File: src/rtl/usr_pkg.sv
// Shared types and helpers for the parametrised universal shift register.
// Command modes, sequencer states and the effective-shift-amount rule.
package usr_pkg;

  typedef enum logic [2:0] {
    M_SLL = 3'd0,
    M_SRL = 3'd1,
    M_SRA = 3'd2,
    M_ROL = 3'd3,
    M_ROR = 3'd4,
    M_SLS = 3'd5,
    M_SRS = 3'd6,
    M_NOP = 3'd7
  } mode_e;

  typedef enum logic [1:0] {
    ST_IDLE  = 2'd0,
    ST_SHIFT = 2'd1,
    ST_DONE  = 2'd2
  } state_e;

  localparam mode_e MODE_NOP = M_NOP;

  // Shifts saturate at the register width, rotates keep the full count, NOP is zero.
  function automatic int unsigned eff_amt(input logic [2:0] mode, input int unsigned amt,
                                          input int unsigned width);
    int unsigned n;
    case (mode)
      M_ROL, M_ROR: n = amt;
      MODE_NOP:     n = 32'd0;
      default:      n = (amt > width) ? width : amt;
    endcase
    return n;
  endfunction

endpackage

File: src/rtl/usr_step.sv
// Combinational shift datapath. Default build: one bit per call.
// With USR_BARREL_EN defined: full log2 barrel shift by the requested amount.
module usr_step
  import usr_pkg::*;
#(
  parameter  int WIDTH = 8
`ifdef USR_BARREL_EN
  , localparam int AMT_W = $clog2(WIDTH) + 1
`endif
) (
  input  logic [WIDTH-1:0] op_i,
  input  logic [2:0]       mode_i,
  input  logic             ser_in_i,
`ifdef USR_BARREL_EN
  input  logic [AMT_W-1:0] amt_i,
`endif
  output logic [WIDTH-1:0] next_op_o,
  output logic             out_bit_o
);

`ifdef USR_BARREL_EN
  localparam int IDX_W = $clog2(WIDTH);

  logic                      left_s;
  logic                      rot_s;
  logic                      fill_s;
  logic [AMT_W-1:0]          n_s;
  logic [IDX_W-1:0]          idx_s;
  logic [AMT_W:0][WIDTH-1:0] stage_s;

  assign left_s = (mode_i == M_SLL) || (mode_i == M_ROL) || (mode_i == M_SLS);
  assign rot_s  = (mode_i == M_ROL) || (mode_i == M_ROR);
  assign n_s    = rot_s ? AMT_W'(32'(amt_i) % 32'(WIDTH))
                        : AMT_W'(eff_amt(mode_i, 32'(amt_i), 32'(WIDTH)));

  // Fill bit is constant across all stages; SRA keeps the original sign.
  always_comb begin
    case (mode_i)
      M_SRA:        fill_s = op_i[WIDTH-1];
      M_SLS, M_SRS: fill_s = ser_in_i;
      default:      fill_s = 1'b0;
    endcase
  end

  assign stage_s[0] = op_i;

  for (genvar k = 0; k < AMT_W; k++) begin : g_stage
    localparam int S = 1 << k;
    localparam int R = S % WIDTH;
    logic [WIDTH-1:0] shl_s, shr_s, rol_s, ror_s;
    if (S < WIDTH) begin : g_shift
      assign shl_s = {stage_s[k][WIDTH-1-S:0], {S{fill_s}}};
      assign shr_s = {{S{fill_s}}, stage_s[k][WIDTH-1:S]};
    end else begin : g_flush
      assign shl_s = {WIDTH{fill_s}};
      assign shr_s = {WIDTH{fill_s}};
    end
    if (R == 0) begin : g_rot0
      assign rol_s = stage_s[k];
      assign ror_s = stage_s[k];
    end else begin : g_rot
      assign rol_s = {stage_s[k][WIDTH-1-R:0], stage_s[k][WIDTH-1:WIDTH-R]};
      assign ror_s = {stage_s[k][R-1:0], stage_s[k][WIDTH-1:R]};
    end
    assign stage_s[k+1] = !n_s[k] ? stage_s[k] :
                          rot_s   ? (left_s ? rol_s : ror_s) :
                                    (left_s ? shl_s : shr_s);
  end

  assign next_op_o = stage_s[AMT_W];

  // Reproduce the last bit the serial sequencer would have pushed out.
  always_comb begin
    idx_s     = IDX_W'(0);
    out_bit_o = 1'b0;
    case (mode_i)
      M_SLL, M_SLS: begin
        idx_s     = IDX_W'(32'(WIDTH) - 32'(n_s));
        out_bit_o = op_i[idx_s];
      end
      M_SRL, M_SRA, M_SRS: begin
        idx_s     = IDX_W'(32'(n_s) - 32'd1);
        out_bit_o = op_i[idx_s];
      end
      M_ROL:   out_bit_o = stage_s[AMT_W][0];
      M_ROR:   out_bit_o = stage_s[AMT_W][WIDTH-1];
      default: out_bit_o = 1'b0;
    endcase
  end
`else
  // Single-bit step in the requested direction with the mode's fill bit.
  always_comb begin
    next_op_o = op_i;
    out_bit_o = 1'b0;
    case (mode_i)
      M_SLL: begin next_op_o = {op_i[WIDTH-2:0], 1'b0};          out_bit_o = op_i[WIDTH-1]; end
      M_SRL: begin next_op_o = {1'b0, op_i[WIDTH-1:1]};          out_bit_o = op_i[0];       end
      M_SRA: begin next_op_o = {op_i[WIDTH-1], op_i[WIDTH-1:1]}; out_bit_o = op_i[0];       end
      M_ROL: begin next_op_o = {op_i[WIDTH-2:0], op_i[WIDTH-1]}; out_bit_o = op_i[WIDTH-1]; end
      M_ROR: begin next_op_o = {op_i[0], op_i[WIDTH-1:1]};       out_bit_o = op_i[0];       end
      M_SLS: begin next_op_o = {op_i[WIDTH-2:0], ser_in_i};      out_bit_o = op_i[WIDTH-1]; end
      M_SRS: begin next_op_o = {ser_in_i, op_i[WIDTH-1:1]};      out_bit_o = op_i[0];       end
      default: begin next_op_o = op_i;                           out_bit_o = 1'b0;          end
    endcase
  end
`endif

endmodule

File: src/rtl/param_univ_shift_reg.sv
// Parametrised universal shift register with start/busy/done command handshake.
// Define USR_BARREL_EN to execute each command in one cycle through a barrel shifter.
module param_univ_shift_reg
  import usr_pkg::*;
#(
  parameter  int WIDTH = 8,
  localparam int AMT_W = $clog2(WIDTH) + 1
) (
  input  logic             clk,
  input  logic             rst_a,
  input  logic [WIDTH-1:0] ip,
  input  logic             load,
  input  logic             start,
  input  logic [2:0]       mode,
  input  logic [AMT_W-1:0] amt,
  input  logic             ser_in,
  input  logic             abort,
  output logic [WIDTH-1:0] op,
  output logic             ser_out,
  output logic             busy,
  output logic             done
);

  state_e           state_q;
  logic [WIDTH-1:0] op_q;
  logic [WIDTH-1:0] step_op_d;
  logic             ser_q;
  logic             busy_q;
  logic             done_q;
  logic             step_bit_d;
  logic [AMT_W-1:0] cnt_q;
  logic [AMT_W-1:0] eff_s;

  assign eff_s = AMT_W'(eff_amt(mode, 32'(amt), 32'(WIDTH)));

`ifdef USR_BARREL_EN
  usr_step #(.WIDTH(WIDTH)) u_step (
    .op_i      (op_q),
    .mode_i    (mode),
    .ser_in_i  (ser_in),
    .amt_i     (amt),
    .next_op_o (step_op_d),
    .out_bit_o (step_bit_d)
  );
`else
  logic [2:0] mode_q;

  usr_step #(.WIDTH(WIDTH)) u_step (
    .op_i      (op_q),
    .mode_i    (mode_q),
    .ser_in_i  (ser_in),
    .next_op_o (step_op_d),
    .out_bit_o (step_bit_d)
  );
`endif

  // Command sequencer; all outputs come straight from its registers.
  always_ff @(posedge clk or negedge rst_a) begin
    if (!rst_a) begin
      state_q <= ST_IDLE;
      op_q    <= {WIDTH{1'b0}};
      ser_q   <= 1'b0;
      busy_q  <= 1'b0;
      done_q  <= 1'b0;
      cnt_q   <= {AMT_W{1'b0}};
`ifndef USR_BARREL_EN
      mode_q  <= M_SLL;
`endif
    end else begin
      done_q <= 1'b0;
      case (state_q)
        ST_IDLE: begin
          if (load) begin
            op_q <= ip;
          end else if (start) begin
`ifdef USR_BARREL_EN
            op_q <= step_op_d;
            if (eff_s != {AMT_W{1'b0}}) ser_q <= step_bit_d;
            state_q <= ST_DONE;
            done_q  <= 1'b1;
`else
            mode_q <= mode;
            cnt_q  <= eff_s;
            if (eff_s != {AMT_W{1'b0}}) begin
              state_q <= ST_SHIFT;
              busy_q  <= 1'b1;
            end else begin
              state_q <= ST_DONE;
              done_q  <= 1'b1;
            end
`endif
          end
        end
        ST_SHIFT: begin
`ifdef USR_BARREL_EN
          state_q <= ST_IDLE;
          busy_q  <= 1'b0;
`else
          if (abort) begin
            state_q <= ST_IDLE;
            busy_q  <= 1'b0;
          end else begin
            op_q  <= step_op_d;
            ser_q <= step_bit_d;
            cnt_q <= cnt_q - AMT_W'(1);
            if (cnt_q == AMT_W'(1)) begin
              state_q <= ST_DONE;
              busy_q  <= 1'b0;
              done_q  <= 1'b1;
            end
          end
`endif
        end
        ST_DONE: state_q <= ST_IDLE;
        default: begin
          state_q <= ST_IDLE;
          busy_q  <= 1'b0;
        end
      endcase
    end
  end

  assign op      = op_q;
  assign ser_out = ser_q;
  assign busy    = busy_q;
  assign done    = done_q;

endmodule

File: config.mk
export PLATFORM = sky130hd
export DESIGN_NAME = param_univ_shift_reg
export DESIGN_NICKNAME = d
export VERILOG_FILES = /design/src/rtl/usr_pkg.sv /design/src/rtl/usr_step.sv /design/src/rtl/param_univ_shift_reg.sv
export SDC_FILE = /design/constraint.sdc
export NUM_CORES = 1
export LEC_CHECK = 0
export BUFFER_PORTS_ARGS = -buffer_cell sky130_fd_sc_hd__buf_2
export CAP_MARGIN = 20
export CORE_UTILIZATION = 31
export CTS_BUF_LIST = sky130_fd_sc_hd__clkbuf_16
export CTS_CLUSTER_DIAMETER = 100
export DETAILED_ROUTE_END_ITERATION = 10
export PLACE_DENSITY_LB_ADDON = 0.2
export SETUP_SLACK_MARGIN = 0.5
export SLEW_MARGIN = 30
export SYNTH_ARGS = -nofsm -noshare
export SYNTH_HDL_FRONTEND = slang
export SYNTH_HIERARCHICAL = 1
export SYNTH_SLANG_ARGS = --single-unit
File: constraint.sdc
create_clock -name clk -period 2.2 [get_ports clk]
set_input_delay 0.55 -clock clk [delete_from_list [all_inputs] [get_ports clk]]
set_output_delay 0.55 -clock clk [all_outputs]
set_load 0.005 [all_outputs]
==> run_results.csv, run 1 <==
group,metric,value,unit
run_status,status,"complete, no violations",
setup_path,crit_buf_inv,2,
detailed_routing,firstDrtPassIters,4,
setup_path,cpMostUsedCell,"mux2_4",
synth,yosysTopAreaCell,"dfrtp_1",
clocking,cts_sinks,20,
timing,rsz0062_at_grt,"yes",
synth,syn_area_per_cell,9.73,µm²
detailed_routing,vias,1443,
detailed_routing,drt_iter0_drc,94,
synth,seq_area_frac_synth,31.9,%
setup_path,reg2reg_to,"op[0]",
power_and_ir_drop,power_leakage,0.896,nW
synth,async_flop_share,100,%
synth,synth_cell_types,49,
final_layout,syn_to_final_growth,31.2,%
setup_path,r2r_cells,7,
die,die_y,73.1,µm
timing,timing.fmax,559,MHz
timing,fin_skew,0.00597,ns
timing,hold_violations,0,
timing,final.setup.tns,0,ns
detailed_routing,drcViolationCount,0,
setup_path,critPathKind,"register to register",
final_layout,drive_gt1_share,48.0,%
clocking,cts.reportedPaths.clkPinSlew,0.06,ns
setup_path,path_depth,7,
timing,slew_headroom,67.5,%
setup_path,crit_fanout,4,
detailed_routing,via_per_inst,5.32,
global_route,grt_pass1_wl,6800,µm
detailed_routing,wl_per_cell,15.5,µm
die,start_util,32.7,%
clocking,cts-root-buf,"clkbuf_16",
synth,ys.flop_type,"dfrtp_1",
timing,holdWs,0.250,ns
clocking,tritoncts,"done",
flow_run,max-cap-violations,0,
synth,yosys-top-cells-area,"dfrtp_1 (32%), mux2_2 (14%), mux2i_1 (4.5%), nand2_1 (4.1%), buf_6 (2.9%)",
die,die_w,73.1,µm
timing,maxSlewViolCount,0,
final_layout,mostFrequentLayoutCells,"buf_2 (31), nand2_1 (17), dfrtp_1 (16)",
final_layout,fin_nets,228,
global_route,grt_pass1_vias,1435,
synth,synth_nets,184,
synth,synthSimpleGateAreaFrac,22.2,%
synth,postSynthCellCount,161,
synth,synth_compound_area_share,19.4,%
timing,tightest_slew,0.481,ns
global_route,grt_overflow_total,0,
die,ioPinCount,32,
synth,synth_xor_area_share,0,%
timing,period_share,81.4,%
clocking,cts_made_buffers,3,
synth,syn_area,1570,µm²
die,die_area,5340,µm²
setup_path,endpoint_kind,"register",
placed_design,finalWeightedCongestion,0.787,
global_route,grt_max_degree,21,
detailed_routing,route.met2.wl,2050,µm
clocking,cts_hold_buf,0,
final_layout,diodes,0,
setup_path,path_cells,"buf_6 -> buf_4 -> mux2i_1 -> nand3_1 -> o221a_2 -> mux2_4 -> mux2_4",
die,core,4790,µm²
detailed_routing,wl_met1,1920,µm
die,rows,25,
global_route,grtUsageTotal,16.5,%
clocking,h-tree-depth,1,
synth,synth.top_cell.area_share,31.9,%
placed_design,dp_hpwl,2820,µm
detailed_routing,wl_met3,181,µm
setup_path,crit_family,"multiplexers",
setup_path,crit_required,2.33,ns
setup_path,r2r_setup_slack,0.41,ns
power_and_ir_drop,irDropWorstVdd,0.399,mV
detailed_routing,highest_layer,"met4",
setup_path,cp-start-kind,"register",
clocking,clock_latency,0.25,ns
timing,post-route-min-period,1.79,ns
synth,synth_top_family_by_area,"simple AND/OR/NAND/NOR gates",
synth,synth_edf_count,0,
synth,synth-seq-cells,20,
clocking,cts_buffer_depth,2,
synth,ys_warn_count,6,
global_route,antenna_found_initial,0,
synth,synthMuxAreaShare,18.1,%
setup_path,crit_path_top_delay_cell,"dfrtp_4",
timing,setup_viol,0,
setup_path,slowest_delay,0.50,ns
detailed_routing,wl,4200,µm
final_layout,layout_commonest_cell,"buf_2",
setup_path,r2r_start,"mode_q[1]",
worst_hold_path,hp-class,"input port to asynchronous set/reset pin",
detailed_routing,ant_nets,0,
placed_design,io_buffers,31,
setup_path,worstPathArrival,1.92,ns
synth,yosys.area_share.adder,1.60,%
power_and_ir_drop,power_density,1200,nW/µm²
[routing by layer]
metal,vias to the layer above,GRT usage [%]
met5,-,0
met4,0,6.32
met3,6,2.90
met2,40,26.2
met1,706,22.3
li1,691,-
[area by class of cell]
cell class                 instances  area (µm²)
timing repair buffer              50         313
clock inverter                     1        3.75
sequential                        20         508
fill                             473        2730
clock buffer                       3        75.1
inverter                           3        11.3
multi-input combinational        127        1060
tap                               67        83.8
[logic make-up after synthesis]
| family | after synthesis |
|---|---|
| buffers and inverters | 14 |
| AND/OR/NAND/NOR | 58 |
| multiplexers | 26 |
| flip-flops | 20 |
| AO/OA/AOI/OAI | 41 |
| adder cells (fa/ha/maj) | 2 |
[where the power goes]
group	internal, mW	total [mW]	switching, mW
clock	0.242	0.371	0.129
combinational	0.748	1.30	0.550
sequential	0.520	0.793	0.273
[flip-flops by register name, summed over array words and instances, names as in the netlist]
register / flops
busy: 1
cnt_q: 4
mode_q: 3
ser_out: 1
op: 8
state_q: 2
done: 1
[worst max path at each step]
stage | startpoint | to
final | mode_q[1] | op[0]
after global routing | mode_q[1] | op[6]
after CTS | mode_q[1] | op[6]
after detailed placement | mode_q[1] | op[4]
after global placement | mode_q[1] | op[4]
after floorplan | mode_q[2] | op[6]
[stage by stage]
stage,util [%],power [mW],area [µm²],instances,setup slack (ns)
floorplan,-,1.52,1570,161,0.515
global placement,37.0,1.78,1770,256,0.217
detailed placement,37.0,1.81,1770,256,0.175
CTS,41.9,2.37,2000,270,0.433
global route,43.0,2.64,2060,271,0.371
finish,43.0,2.46,2060,271,0.410
[Yosys cell counts (all sizes together) (2+ instances only)]
library cell	instances
a31oi	4
mux2	19
dfrtp	20
a21oi	5
o2111ai	2
o31ai	2
o211ai	2
o22ai	4
o21ai	9
nand2	17
nand3	3
or3	2
ha	2
nor4b	3
nand2b	6
nand4	2
mux2i	7
nor3b	3
nor2	5
or2	2
buf	10
or2b	3
and2	2
nor2b	4
inv	3
o221ai	6
[what timing repair did]
item,4_1_cts,5_1_grt
setup buffers,10,1
endpoints found under the setup margin,10,8
pin swaps,13,4
resized for setup,24,11
Note: power is estimated with default switching activity, not from simulation.
==> run 2: changes to the inputs <==
==> constraint.sdc (replaced) <==
create_clock -name clk -period 1.6 [get_ports clk]
set_input_delay 0.4 -clock clk [delete_from_list [all_inputs] [get_ports clk]]
set_output_delay 0.4 -clock clk [all_outputs]
set_load 0.005 [all_outputs]
==> run 2 against run 1 <==
The run now ends with setup timing left. Design area rose by 28%. Hold slack got worse by 0.15 ns. Core utilization rose by 12 points. Largest power group unchanged. First-iteration DRC count fell by 28%.
==> run_results.csv, run 2 (synthesis results as in run 1) <==
group,metric,value,unit
timing,holdWs,0.102,ns
die,die_area,5340,µm²
global_route,grtUsageTotal,19.4,%
placed_design,dp_hpwl,3200,µm
timing,fin_ws,-0.178,ns
placed_design,finalWeightedCongestion,0.846,
power_and_ir_drop,power_density,1610,nW/µm²
placed_design,pre_cts_ws,-0.197,ns
die,rows,25,
timing,period_share,111,%
detailed_routing,drcViolationCount,0,
setup_path,slowest_delay,0.40,ns
power_and_ir_drop,power_leakage,1.17,nW
setup_path,r2r_setup_slack,-0.18,ns
die,die_w,73.1,µm
die,start_util,32.7,%
timing,setup_viol,9,
timing,tightest_slew,0.540,ns
global_route,grt_max_degree,21,
clocking,cts_buffer_depth,2,
setup_path,path_cells,"buf_12 -> nor2_8 -> buf_4 -> buf_6 -> o22ai_2 -> o221ai_2 -> mux2_2 -> mux2_2",
global_route,grt_pass1_wl,8000,µm
detailed_routing,via_per_inst,5.29,
final_layout,diodes,0,
final_layout,layout_commonest_cell,"buf_4",
setup_path,crit_required,1.74,ns
timing,fin_skew,0.00621,ns
power_and_ir_drop,pwr-share-seq,23.8,%
run_status,status,"finished, violations left",
clocking,cts_made_buffers,3,
die,die_y,73.1,µm
setup_path,reg2reg_to,"op[5]",
setup_path,crit_path_top_delay_cell,"dfrtp_2",
final_layout,largest_register_ffs,8,
setup_path,endpoint_kind,"register",
detailed_routing,ant_nets,0,
clocking,cts.reportedPaths.clkPinSlew,0.06,ns
power_and_ir_drop,internal_power,2.65,mW
detailed_routing,firstDrtPassIters,4,
flow_run,max-cap-violations,0,
die,core,4790,µm²
power_and_ir_drop,pwr-share-clk,12.1,%
timing,slew_headroom,63.5,%
timing,maxSlewViolCount,0,
timing,final.setup.tns,-0.895,ns
power_and_ir_drop,irDropWorstVdd,0.596,mV
run_status,violations,"setup timing",
setup_path,cp-start-kind,"register",
clocking,cts-root-buf,"clkbuf_16",
setup_path,worstPathArrival,1.91,ns
setup_path,r2r_start,"mode_q[2]",
placed_design,io_buffers,31,
detailed_routing,wl,4910,µm
power_and_ir_drop,swShare,37.3,%
final_layout,drive_gt1_share,62.3,%
global_route,antenna_found_initial,0,
detailed_routing,drt_iter0_drc,68,
setup_path,critPathKind,"register to register",
setup_path,crit_fanout,5,
final_layout,n_fill_cell,442,
global_route,grt_pass1_vias,1683,
detailed_routing,vias,1619,
clocking,clock_latency,0.25,ns
final_layout,syn_to_final_growth,67.3,%
timing,rsz0062_at_grt,"yes",
setup_path,r2r_cells,8,
placed_design,dpl-instance-area,2080,µm²
timing,timing.fmax,562,MHz
detailed_routing,wl_per_cell,16.0,µm
timing,hold_violations,0,
final_layout,postLayoutCellArea,2620,µm²
final_layout,mostFrequentLayoutCells,"buf_4 (28), buf_2 (26), buf_6 (24)",
final_layout,fin_nets,263,
timing,post-route-min-period,1.78,ns
clocking,h-tree-depth,1,
global_route,grt_overflow_total,0,
setup_path,cpMostUsedCell,"mux2_2",
die,ioPinCount,32,
power_and_ir_drop,combPwrFrac,64.1,%
worst_hold_path,hp-class,"input port to asynchronous set/reset pin",
power_and_ir_drop,switchingPower,1.58,mW
clocking,cts_sinks,20,
clocking,tritoncts,"done",
==> run 2: final cells by class <==
class | instances | area, µm² | share of cell area [%]
multi-input cells | 127 | 1190 | 45.5
flip-flops and latches | 20 | 507 | 19.3
repair buffers | 85 | 748 | 28.5
inverters | 3 | 11.3 | 0.430
clock buffers | 3 | 75.1 | 2.86
clock inverters | 1 | 3.75 | 0.143
well taps | 67 | 83.8 | 3.20
==> run 2: layer usage <==
metal  global-route usage [%]  wire length (µm)
met5                        0                 0
met2                     36.0              2660
met4                     6.32                34
met3                     1.80               199
met1                     23.1              2020
==> run 2: critical path, delay by kind of cell (launching register included) <==
kind,cells,cell delay (ns)
DFF,1,0.40
buffers and inverters,3,0.37
and+or+nand+nor,1,0.05
AOI/OAI and AO/OA,2,0.31
muxes,2,0.53
==> run 2: timing repair <==
action,in CTS,in global routing
endpoints found under the setup margin,31,31
buffers inserted,13,9
resized for setup,42,22
hold endpoints to repair,0,0
cloned,1,0
hold buffers,0,0
pin swaps,17,10
==> run 2: per-stage QoR <==
stage | power (mW) | utilization, % | instances
5_1_grt | 4.51 | 54.8 | 306
3_3_place_gp | 2.89 | 43.5 | 279
3_5_place_dp | 2.94 | 43.5 | 279
4_1_cts | 3.91 | 51.6 | 297
2_1_floorplan | 2.20 | - | 161
6_report | 4.23 | 54.8 | 306
==> run 2: worst max-delay path by stage <==
stage,startpoint,to,slack (ns)
floorplan,mode_q[1],op[1],-0.02
global placement,mode_q[2],op[2],-0.17
detailed placement,mode_q[1],op[4],-0.20
CTS,mode_q[1],op[6],-0.15
global route,mode_q[2],op[5],-0.22
finish,mode_q[2],op[5],-0.18
==> run 2: power by group through the flow <==
stage	registers [mW]	clock network, mW	logic, mW
floorplan	0.956	0	1.25
global route	1.04	0.546	2.92
CTS	1.00	0.524	2.39
finish	1.01	0.510	2.71
global placement	0.971	0	1.92
detailed placement	0.986	0	1.95
